[config.mk]
export PLATFORM = sky130hd
export DESIGN_NAME = gmii_tx_mux
export DESIGN_NICKNAME = d
export VERILOG_FILES = /design/src/rtl/gmii_tx_mux_pkg.sv /design/src/rtl/eth_crc32.sv /design/src/rtl/gmii_tx_mux.sv
export SDC_FILE = /design/constraint.sdc
export NUM_CORES = 1
export LEC_CHECK = 0
export CAP_MARGIN = 25
export CORE_ASPECT_RATIO = 1.25
export CORE_MARGIN = 3
export CORE_UTILIZATION = 58
export DETAILED_ROUTE_END_ITERATION = 7
export HOLD_SLACK_MARGIN = 0.06
export PLACE_DENSITY = 0.77
export SETUP_SLACK_MARGIN = 0.4
export SYNTH_ARGS = -nofsm -noshare
export SYNTH_HDL_FRONTEND = slang
export SYNTH_SLANG_ARGS = --single-unit
[constraint.sdc]
create_clock -name eth_rxck -period 4.35 [get_ports eth_rxck]
set_input_delay 0.435 -clock eth_rxck [delete_from_list [all_inputs] [get_ports eth_rxck]]
set_output_delay 0.435 -clock eth_rxck [all_outputs]
set_load 0.05 [all_outputs]
[src/rtl/gmii_tx_mux_pkg.sv]
// gmii_tx_mux_pkg: shared constants, tx state enum and byte-wide reflected CRC-32 step.
package gmii_tx_mux_pkg;
   localparam logic [7:0]  PREAMBLE   = 8'h55;
   localparam logic [7:0]  SFD        = 8'hD5;
   localparam logic [31:0] CRC32_POLY = 32'hEDB88320;
   localparam logic [31:0] CRC32_INIT = 32'hFFFFFFFF;

   typedef enum logic [2:0] {IDLE, PRE, DATA, PAD, FCS, IFG} tx_state_t;

   function automatic logic [31:0] crc32_byte(input logic [31:0] crc, input logic [7:0] data);
      logic [31:0] c;
      c = crc ^ {24'h0, data};
      for (int i = 0; i < 8; i++) c = c[0] ? (c >> 1) ^ CRC32_POLY : c >> 1;
      return c;
   endfunction
endpackage

[src/rtl/eth_crc32.sv]
// eth_crc32: Ethernet CRC-32 register advanced one byte per enabled cycle.
module eth_crc32
   import gmii_tx_mux_pkg::*;
(
   input  logic        clk,
   input  logic        rst_n,
   input  logic        init,
   input  logic        en,
   input  logic [7:0]  data,
   output logic [31:0] crc
);
   always_ff @(posedge clk or negedge rst_n)
      if (!rst_n) crc <= CRC32_INIT;
      else if (init) crc <= CRC32_INIT;
      else if (en) crc <= crc32_byte(crc, data);
endmodule

[src/rtl/gmii_tx_mux.sv]
// gmii_tx_mux: grants one of three {valid,byte} reply streams and sends it on GMII TX
// with preamble, zero padding, CRC-32 FCS and inter-frame gap.
module gmii_tx_mux
   import gmii_tx_mux_pkg::*;
#(
   parameter int IFG_LEN = 12,
   parameter int MIN_LEN = 60,
   parameter int MAX_LEN = 1514
) (
   input  logic        eth_rxck,
   input  logic        rst_rx_n,
   input  logic [8:0]  rarp_i,
   input  logic [8:0]  ping_i,
   input  logic [8:0]  udp_i,
   output logic [7:0]  gmii_txd,
   output logic        gmii_txctl,
   output logic        busy,
   output logic [15:0] drop_cnt,
   output logic [15:0] trunc_cnt
);
   localparam logic [15:0] MIN_L = 16'(MIN_LEN);
   localparam logic [15:0] MAX_L = 16'(MAX_LEN);
   localparam logic [15:0] IFG_L = 16'(IFG_LEN - 1);

   tx_state_t       state, nxt;
   logic [2:0]      vld, prev, rise, win, gnt, sel, drops;
   logic            hold, in_vld, crc_init, crc_en, trunc_inc;
   logic [7:0]      in_byte, txd_nxt, crc_data;
   logic [7:0][8:0] dl;
   logic [15:0]     cnt, cnt_nxt;
   logic [16:0]     drop_sum;
   logic [31:0]     crc, fcs;

   assign vld      = {udp_i[8], ping_i[8], rarp_i[8]};
   assign rise     = vld & ~prev;
   assign win      = rise[0] ? 3'b001 : rise[1] ? 3'b010 : rise[2] ? 3'b100 : 3'b000;
   assign sel      = state == IDLE ? win : hold ? gnt : 3'b000;
   assign in_vld   = |(sel & vld);
   assign in_byte  = sel[0] ? rarp_i[7:0] : sel[1] ? ping_i[7:0] : udp_i[7:0];
   assign drops    = state == IDLE ? rise & ~win : rise;
   assign drop_sum = {1'b0, drop_cnt} + 17'(drops[0]) + 17'(drops[1]) + 17'(drops[2]);
   assign fcs      = ~crc;

   eth_crc32 u_crc (.clk(eth_rxck), .rst_n(rst_rx_n), .init(crc_init), .en(crc_en), .data(crc_data), .crc(crc));

   // cnt: preamble index in PRE, bytes sent in DATA/PAD, byte index in FCS/IFG
   always_comb begin
      nxt       = state;
      cnt_nxt   = cnt;
      txd_nxt   = 8'h00;
      crc_init  = 1'b0;
      crc_en    = 1'b0;
      crc_data  = dl[7][7:0];
      trunc_inc = 1'b0;
      case (state)
         IDLE: if (|win) begin
            nxt      = PRE;
            txd_nxt  = PREAMBLE;
            cnt_nxt  = '0;
            crc_init = 1'b1;
         end
         PRE: if (cnt == 16'd7) begin
            nxt     = DATA;
            txd_nxt = dl[7][7:0];
            cnt_nxt = 16'd1;
            crc_en  = 1'b1;
         end else begin
            txd_nxt = cnt == 16'd6 ? SFD : PREAMBLE;
            cnt_nxt = cnt + 16'd1;
         end
         DATA, PAD: begin
            trunc_inc = state == DATA && dl[7][8] && cnt >= MAX_L;
            if (state == DATA && dl[7][8] && cnt < MAX_L) begin
               txd_nxt = dl[7][7:0];
               cnt_nxt = cnt + 16'd1;
               crc_en  = 1'b1;
            end else if (cnt < MIN_L) begin
               nxt      = PAD;
               cnt_nxt  = cnt + 16'd1;
               crc_en   = 1'b1;
               crc_data = 8'h00;
            end else begin
               nxt     = FCS;
               txd_nxt = fcs[7:0];
               cnt_nxt = '0;
            end
         end
         FCS: if (cnt == 16'd3) begin
            nxt     = IFG;
            cnt_nxt = '0;
         end else begin
            txd_nxt = cnt == 16'd0 ? fcs[15:8] : cnt == 16'd1 ? fcs[23:16] : fcs[31:24];
            cnt_nxt = cnt + 16'd1;
         end
         IFG: if (cnt >= IFG_L) nxt = IDLE; else cnt_nxt = cnt + 16'd1;
         default: nxt = IDLE;
      endcase
   end

   // prev resets high so a frame already in flight at reset release never looks like a new edge
   always_ff @(posedge eth_rxck or negedge rst_rx_n)
      if (!rst_rx_n) begin
         state      <= IDLE;
         cnt        <= '0;
         gmii_txd   <= '0;
         gmii_txctl <= 1'b0;
         busy       <= 1'b0;
         prev       <= '1;
         gnt        <= '0;
         hold       <= 1'b0;
         dl         <= '0;
         drop_cnt   <= '0;
         trunc_cnt  <= '0;
      end else begin
         state      <= nxt;
         cnt        <= cnt_nxt;
         gmii_txd   <= txd_nxt;
         gmii_txctl <= nxt inside {PRE, DATA, PAD, FCS};
         busy       <= nxt != IDLE;
         prev       <= vld;
         dl         <= {dl[6:0], in_vld, in_byte};
         if (state == IDLE && |win) begin
            gnt  <= win;
            hold <= 1'b1;
         end else if (~|(gnt & vld)) hold <= 1'b0;
         drop_cnt   <= drop_sum[16] ? 16'hFFFF : drop_sum[15:0];
         trunc_cnt  <= trunc_cnt + 16'(trunc_inc && trunc_cnt != 16'hFFFF);
      end
endmodule
**Yosys cells after proc, flatten, opt, wreduce, memory -nomap -nowiden**

Index checks and enable logic that the tools add are counted.

- $add $sub $neg: 5
- $lt $le $gt $ge: 4
- Equal/unequal tests: 17
- Muxes and demuxes: 54
- Bitwise logic cells: 16
- Reduce and logical (&&, ||, !) cells: 16

Operator list:

| kind | number |
|---|---|
| $mux W32 | 10 |
| $mux W16 | 7 |
| $not A13 Y14 | 8 |
| $mux W8 | 12 |
| $pmux W16 S5 | 1 |
| $mux W3 | 12 |
| $add A17 B1 Y17 | 2 |
| $eq A16 B3 Y1 const B | 2 |
| $not A32 Y32 | 1 |
| $pmux W8 S4 | 1 |
| $xor A32 B8 Y32 | 1 |
| $add A16 B1 Y17 | 1 |
| $add A16 B1 Y16 | 1 |
| $add A16 B1 Y16 const B | 1 |
| $eq A16 B1 Y1 const B | 1 |
| $eq A16 B2 Y1 const B | 1 |
| $ge A16 B11 Y1 const B | 1 |
| $ge A16 B4 Y1 const B | 1 |
| $logic_not A16 Y1 | 1 |
| $lt A16 B11 Y1 const B | 1 |
| $lt A16 B6 Y1 const B | 1 |
| $ne A16 B16 Y1 const B | 1 |
| $pmux W3 S5 | 1 |
| $and A3 B3 Y3 | 4 |
| 18 further kinds | 39 |

- Register bits after elaboration: 172
- Input bits: 29
- Output and inout port bits: 42
- Word-level logic and storage cells: 131

**Depth between registers and ports, before layout**

- Depth in word-level cells: 24
- Mapped depth: 13
- Mapped depth without buffers: 13

**Cells and area by module**

Synthesis repeated with hierarchy kept, for this count alone.

- Cells, all modules: 701
- Area total of the unflattened synthesis: 7885.1 µm²

Modules (own cells, without submodules):

| module | instances | cells each | area an instance (µm²) | seq. area each (µm²) |
|---|---|---|---|---|
| gmii_tx_mux | 1 | 509 | 5806.8 | 3507.1 |
| eth_crc32 | 1 | 192 | 2078.2 | 840.8 |

**Worst setup path before layout**

No wires, ideal clock.

- Path type: register -> register
- Start: register state[0]
- End: register drop_cnt[13]
- Setup time: 0.130 ns
- Arrival time: 3.100 ns
- Data required time: 4.220 ns
- Setup slack: 1.120 ns
- Stages on the path, launching flop included: 13
- Buffers on the path: 2
- Period minus slack after synthesis: 3.230 ns
- Cells stage by stage: dfrtp_1 clkbuf_1 nor3_1 nor2_1 fa_1 ha_1 fa_1 and3_1 nand3_1 nor2_1 nand3_1 clkbuf_1 nand2_1

- Cells in the longest elaborated chain, start to end: 6

Ends and longest elaborated chain:

| element | RTL line | source |
|---|---|---|
| from (decl) | gmii_tx_mux.sv:25 | `tx_state_t state, nxt;` |
| from (signal assigned) | gmii_tx_mux.sv:115 | `state <= nxt;` |
| $logic_not A3 Y1 (*) | gmii_tx_mux.sv:40 | `assign drops = state == IDLE ? rise & ~win : rise;` |
| $mux W3 (*) | gmii_tx_mux.sv:40 |  |
| $add A16 B1 Y17 | gmii_tx_mux.sv:41 | `assign drop_sum = {1'b0, drop_cnt} + 17'(drops[0]) + 17'(drops[1]) + 17'(drops[2]);` |
| $add A17 B1 Y17 | gmii_tx_mux.sv:41 |  |
| $add A17 B1 Y17 (*) | gmii_tx_mux.sv:41 |  |
| $mux W16 (*) | gmii_tx_mux.sv:126 | `drop_cnt <= drop_sum[16] ? 16'hFFFF : drop_sum[15:0];` |
| to (signal assigned) | gmii_tx_mux.sv:126 |  |
| to (decl) | gmii_tx_mux.sv:18 | `output logic [15:0] drop_cnt,` |

Every way passes the cells marked *; elsewhere a longest branch is shown, timed or not.
A chain may end at the register's enable or synchronous reset.

**Final worst setup path**

- Start: register cnt[3]
- End: register u_crc.crc[21]

- Cells in the longest elaborated chain, start to end: 19
- Elaborated cells on any way between the ends: 28
- Those cells by class: 2 x order compare; 1 x eq/ne; 17 x mux; 6 x bitwise; 2 x reduce/logical

Ends and longest elaborated chain:

| element | RTL line | source |
|---|---|---|
| from (decl) | gmii_tx_mux.sv:30 | `logic [15:0] cnt, cnt_nxt;` |
| from (signal assigned) | gmii_tx_mux.sv:116 | `cnt <= cnt_nxt;` |
| $lt A16 B6 Y1 / $lt A16 B11 Y1 (equally long branches) | gmii_tx_mux.sv:77, gmii_tx_mux.sv:73 |  |
| $mux W8 / $logic_and A1 B1 Y1 (equally long branches) | gmii_tx_mux.sv:77, gmii_tx_mux.sv:73 |  |
| $mux W8 | gmii_tx_mux.sv:73 | `if (state == DATA && dl[7][8] && cnt < MAX_L) begin` |
| $mux W8 | gmii_tx_mux.sv:55 | `case (state)` |
| $xor A32 B8 Y32 | gmii_tx_mux_pkg.sv:12 | `c = crc ^ {24'h0, data};` |
| $mux W32 (2 in series) | gmii_tx_mux_pkg.sv:13 | `for (int i = 0; i < 8; i++) c = c[0] ? (c >> 1) ^ CRC32_POLY : c >> 1;` |
| $not A13 Y14 (no source line) | n/a |  |
| $mux W32 (2 in series) | gmii_tx_mux_pkg.sv:13 |  |
| $not A13 Y14 (no source line) | n/a |  |
| $mux W32 | gmii_tx_mux_pkg.sv:13 |  |
| $not A13 Y14 (no source line) | n/a |  |
| $mux W32 (2 in series) | gmii_tx_mux_pkg.sv:13 |  |
| $not A13 Y14 (no source line) | n/a |  |
| $mux W32 | gmii_tx_mux_pkg.sv:13 |  |
| $mux W32 | eth_crc32.sv:15 | `else if (en) crc <= crc32_byte(crc, data);` |
| $mux W32 | eth_crc32.sv:14 | `else if (init) crc <= CRC32_INIT;` |
| to (signal assigned) | eth_crc32.sv:15 |  |
| to (decl) | eth_crc32.sv:10 | `output logic [31:0] crc` |

Several ways; a longest one is shown, not always the timed one. The select of a mux whose other input is x is not followed.

==> summary.txt <==
STA
  – Max transition margin: 22.6%
  – Setup violators final: 0
  – RSZ-0062 raised after global routing: false
  – Final Hold Vio Count: 0
  – Slew @ Worst Pin: 1160 ps
  – Max Fclk: 0.285 GHz
  – Final TNS setup: 0 ps
  – Final min period: 3510 ps
  – Final period utilization: 80.7%
  – Max-slew violation count: 0
  – Post-route setup slack: 840 ps
  – Fin Clk Skew: 11.8 ps

Worst setup path
  – Most Frequent Cell on Critical Path: xnor3_1
  – Crit-path slowest cell: a221oi_4
  – Critical path type: flop to flop
  – Crit path max fanout: 15
  – Reg2reg setup slack: 840 ps
  – Startpoint types: flop
  – CP max stage delay: 650 ps
  – Top Family by Delay on Critical Path: compound AO/OA/AOI/OAI gates
  – Cell breakdown of the critical path: o21ai_1 > a2111oi_4 > o2111ai_4 > a221oi_4 > xnor3_1 > xnor3_1 > a21oi_1
  – End of the worst register-to-register path: u_crc.crc[21]
  – Worst Setup End Kind: flop
  – Critical Path AT: 3870 ps
  – Worst R2R Start: cnt[3]
  – Reg2Reg Depth: 7
  – Critical Path RT: 4710 ps
  – WP buf/inv: 0

Synth
  – Ranking of synthesized cells by area: dfrtp_1 42%, dfstp_2 11%, xnor2_1 4.8%
  – Top_reg_cell synth: dfrtp_1
  – Register area share after synthesis: 53.2%
  – Mapped Avg Cell Area: 11.1 um2
  – Gate Count Post-Synth: 737
  – Area of the mapped netlist: 8180 um2
  – Number of synthesized flops with an enable pin: 0
  – Count leader, synth: dfrtp_1
  – Synth async-reset ratio: 100%
  – Post-synth top cells: 137 x dfrtp_1, 79 x nand2_1, 46 x a21oi_1
  – Share of the synthesized area in the top cell type: 41.9%
  – Number of synthesized register bits: 172
  – Mapped Nets: 776
  – Distinct cell type count after synthesis: 64
  – Synth area leader: dfrtp_1
  – Total number of yosys warnings: 0

Drt
  – DR pass1 iterations: 5
  – Drc violations: 0
  – Drt initial violations: 605
  – Post-Route WL: 18,900 um
  – Vias post-DR: 6,059
  – DR vias/cell: 6.08
  – Post-DRT Antenna Nets: 0
  – WL/cell: 18.9 um

Worst hold path
  – Min-Delay Path Class: flop to flop
  – Hold Path End: dl[47]
  – Hold_sp: dl[38]
  – Hold depth: 0

Run
  – Max Cap Viol: 0

Power and ir drop
  – Sw Ratio: 33.3%
  – Tot Pwr: 0.00663 W
  – Peak VDD IR: 466 uV
  – Clock power frac: 21.8%
  – Power density over the cells: 684 nW/um2
  – Flop pwr share: 34.7%
  – P_int: 0.00442 W
  – Switching power: 0.00221 W
  – Combinational share of power: 43.5%
  – LEAKAGE: 4.21 nW

Clocking
  – Clock Path Buffers: 2
  – Root buf cell: clkbuf_16
  – CTS tree: yes
  – Depth of the CTS H-tree: 4
  – CTS sink cnt: 172
  – Post-cts resize count: 0
  – CTS clk-pin slew, worst paths: 70 ps
  – CTS Buf Count: 17
  – Worst-skew pair later-pin latency: 430 ps

Layout
  – Final Non-Filler Cells: 996
  – Diodes inserted: 0
  – Share of cells above drive strength 1: 12.4%
  – Nets: 851
  – Area growth, synth to finish: 18.6%

Global route
  – First-pass GRT wire length: 31,200 um
  – Number of global-route vias before repair: 6,117
  – Grt total ovfl: 0
  – GR Util All Layers: 25.2%
  – Pin count of the biggest net entering global routing: 116
  – Initial antenna violation count: 0

Die
  – DIE WIDTH: 112 um
  – Chip Height: 139 um
  – # IOs: 71
  – Placement row count: 47
  – Core area: 13,500 um2
  – Starting Density: 60.5%
  – Area of the die: 15,600 um2

Place
  – GP Congestion: 0.945
  – Pre-CTS WS: 467 ps
  – Placed insts: 962
  – Hpwl dp: 13,100 um
  – PortBufs: 70

Outcome
  – Status: finished clean
-- power groups by stage --
| stage | registers [W] | clock network [W] | logic [W] |
|---|---|---|---|
| finish | 0.00230 | 0.00145 | 0.00288 |
| floorplan | 0.00232 | 0 | 0.00225 |
| CTS | 0.00230 | 0.00147 | 0.00288 |
| global route | 0.00233 | 0.00155 | 0.00311 |
| global placement | 0.00231 | 0 | 0.00274 |
| detailed placement | 0.00231 | 0 | 0.00286 |
-- per-stage QoR --
| step | utilization (%) | hold WS (ps) | cell area, um2 |
|---|---|---|---|
| after detailed placement | 67.3 | 335 | 9100 |
| after floorplan | - | 139 | 8180 |
| after CTS | 71.4 | 210 | 9660 |
| after global routing | 71.7 | 351 | 9700 |
| final | 71.7 | 343 | 9700 |
| after global placement | 67.3 | 332 | 9100 |
-- sequential cells by signal, indices dropped and copies added (netlist names), 3 cells and up --
signal / flops
prev: 3
state: 3
trunc_cnt: 16
dl: 72
gmii_txd: 8
drop_cnt: 16
gnt: 3
u_crc.crc: 32
cnt: 16
-- metal layers --
layer	up-vias	share of wire (%)	GRT usage, %
li1	2743	-	-
met1	2983	40	31.6
met2	275	50	41.2
met3	58	7.1	6.33
met4	0	3.2	11.4
met5	-	0	0
-- how the worst max path moves through the flow --
stage	from	endpoint	cells after the start
after floorplan	state[0]	drop_cnt[13]	12
after global placement	rarp_i[8]	drop_cnt[5]	12
after detailed placement	rarp_i[8]	drop_cnt[5]	12
after CTS	cnt[3]	u_crc.crc[21]	7
after global routing	rarp_i[8]	drop_cnt[5]	12
final	cnt[3]	u_crc.crc[21]	7
-- layout by cell type, fill, tap and decap left out, types with 4 or more instances in the layout --
cell,n
a221oi_1,5
clkdlybuf4s50_1,69
nand2_1,79
o21ai_0,42
a221oi_4,5
dfrtp_1,137
a21o_1,5
mux2i_1,8
a221o_1,5
or3_1,4
nor4_1,4
nand3_1,19
nor2b_1,16
nand4_1,9
buf_4,15
nor2_1,41
nand2b_1,11
a21oi_1,45
dfstp_2,35
xor2_1,30
xnor2_1,45
inv_1,14
or2_2,4
xnor3_1,13
and3_1,10
o41ai_1,5
a211o_1,4
ha_1,8
and2_1,7
a22o_1,7
nor3_1,39
clkbuf_16,17
o2111ai_1,4
-- cells by family (layout without fill, tap and decap cells) --
kind of cell | after synthesis | after routing | share of synthesized area (%)
buf+inv | 46 | 134 | 2.22
xor+xnor | 92 | 92 | 12.7
flops | 172 | 172 | 53.2
compound gates | 157 | 157 | 14.2
fa+ha+maj | 10 | 10 | 1.71
mux | 9 | 9 | 1.12
simple gates | 251 | 251 | 14.9
-- worst register-to-register path, stage by stage, from the launching register on --
cell and delay (ps):
dfrtp_1 620, o21ai_1 200, a2111oi_4 510, o2111ai_4 430
a221oi_4 650, xnor3_1 510, xnor3_1 370, a21oi_1 170
-- repair_timing --
item,CTS,global route
hold buffers,0,1
setup buffers,0,0
hold endpoints to repair,0,9
-- area by class of cell --
type	count	area [um2]
Inverter	14	52.6
Tap cell	171	214
Clock buffer	20	447
Fill cell	995	3830
Clock inverter	12	115
Timing Repair Buffer	88	872
Sequential cell	172	4350
Multi-Input combinational cell	519	3650
(Power assumes the default switching activity.)
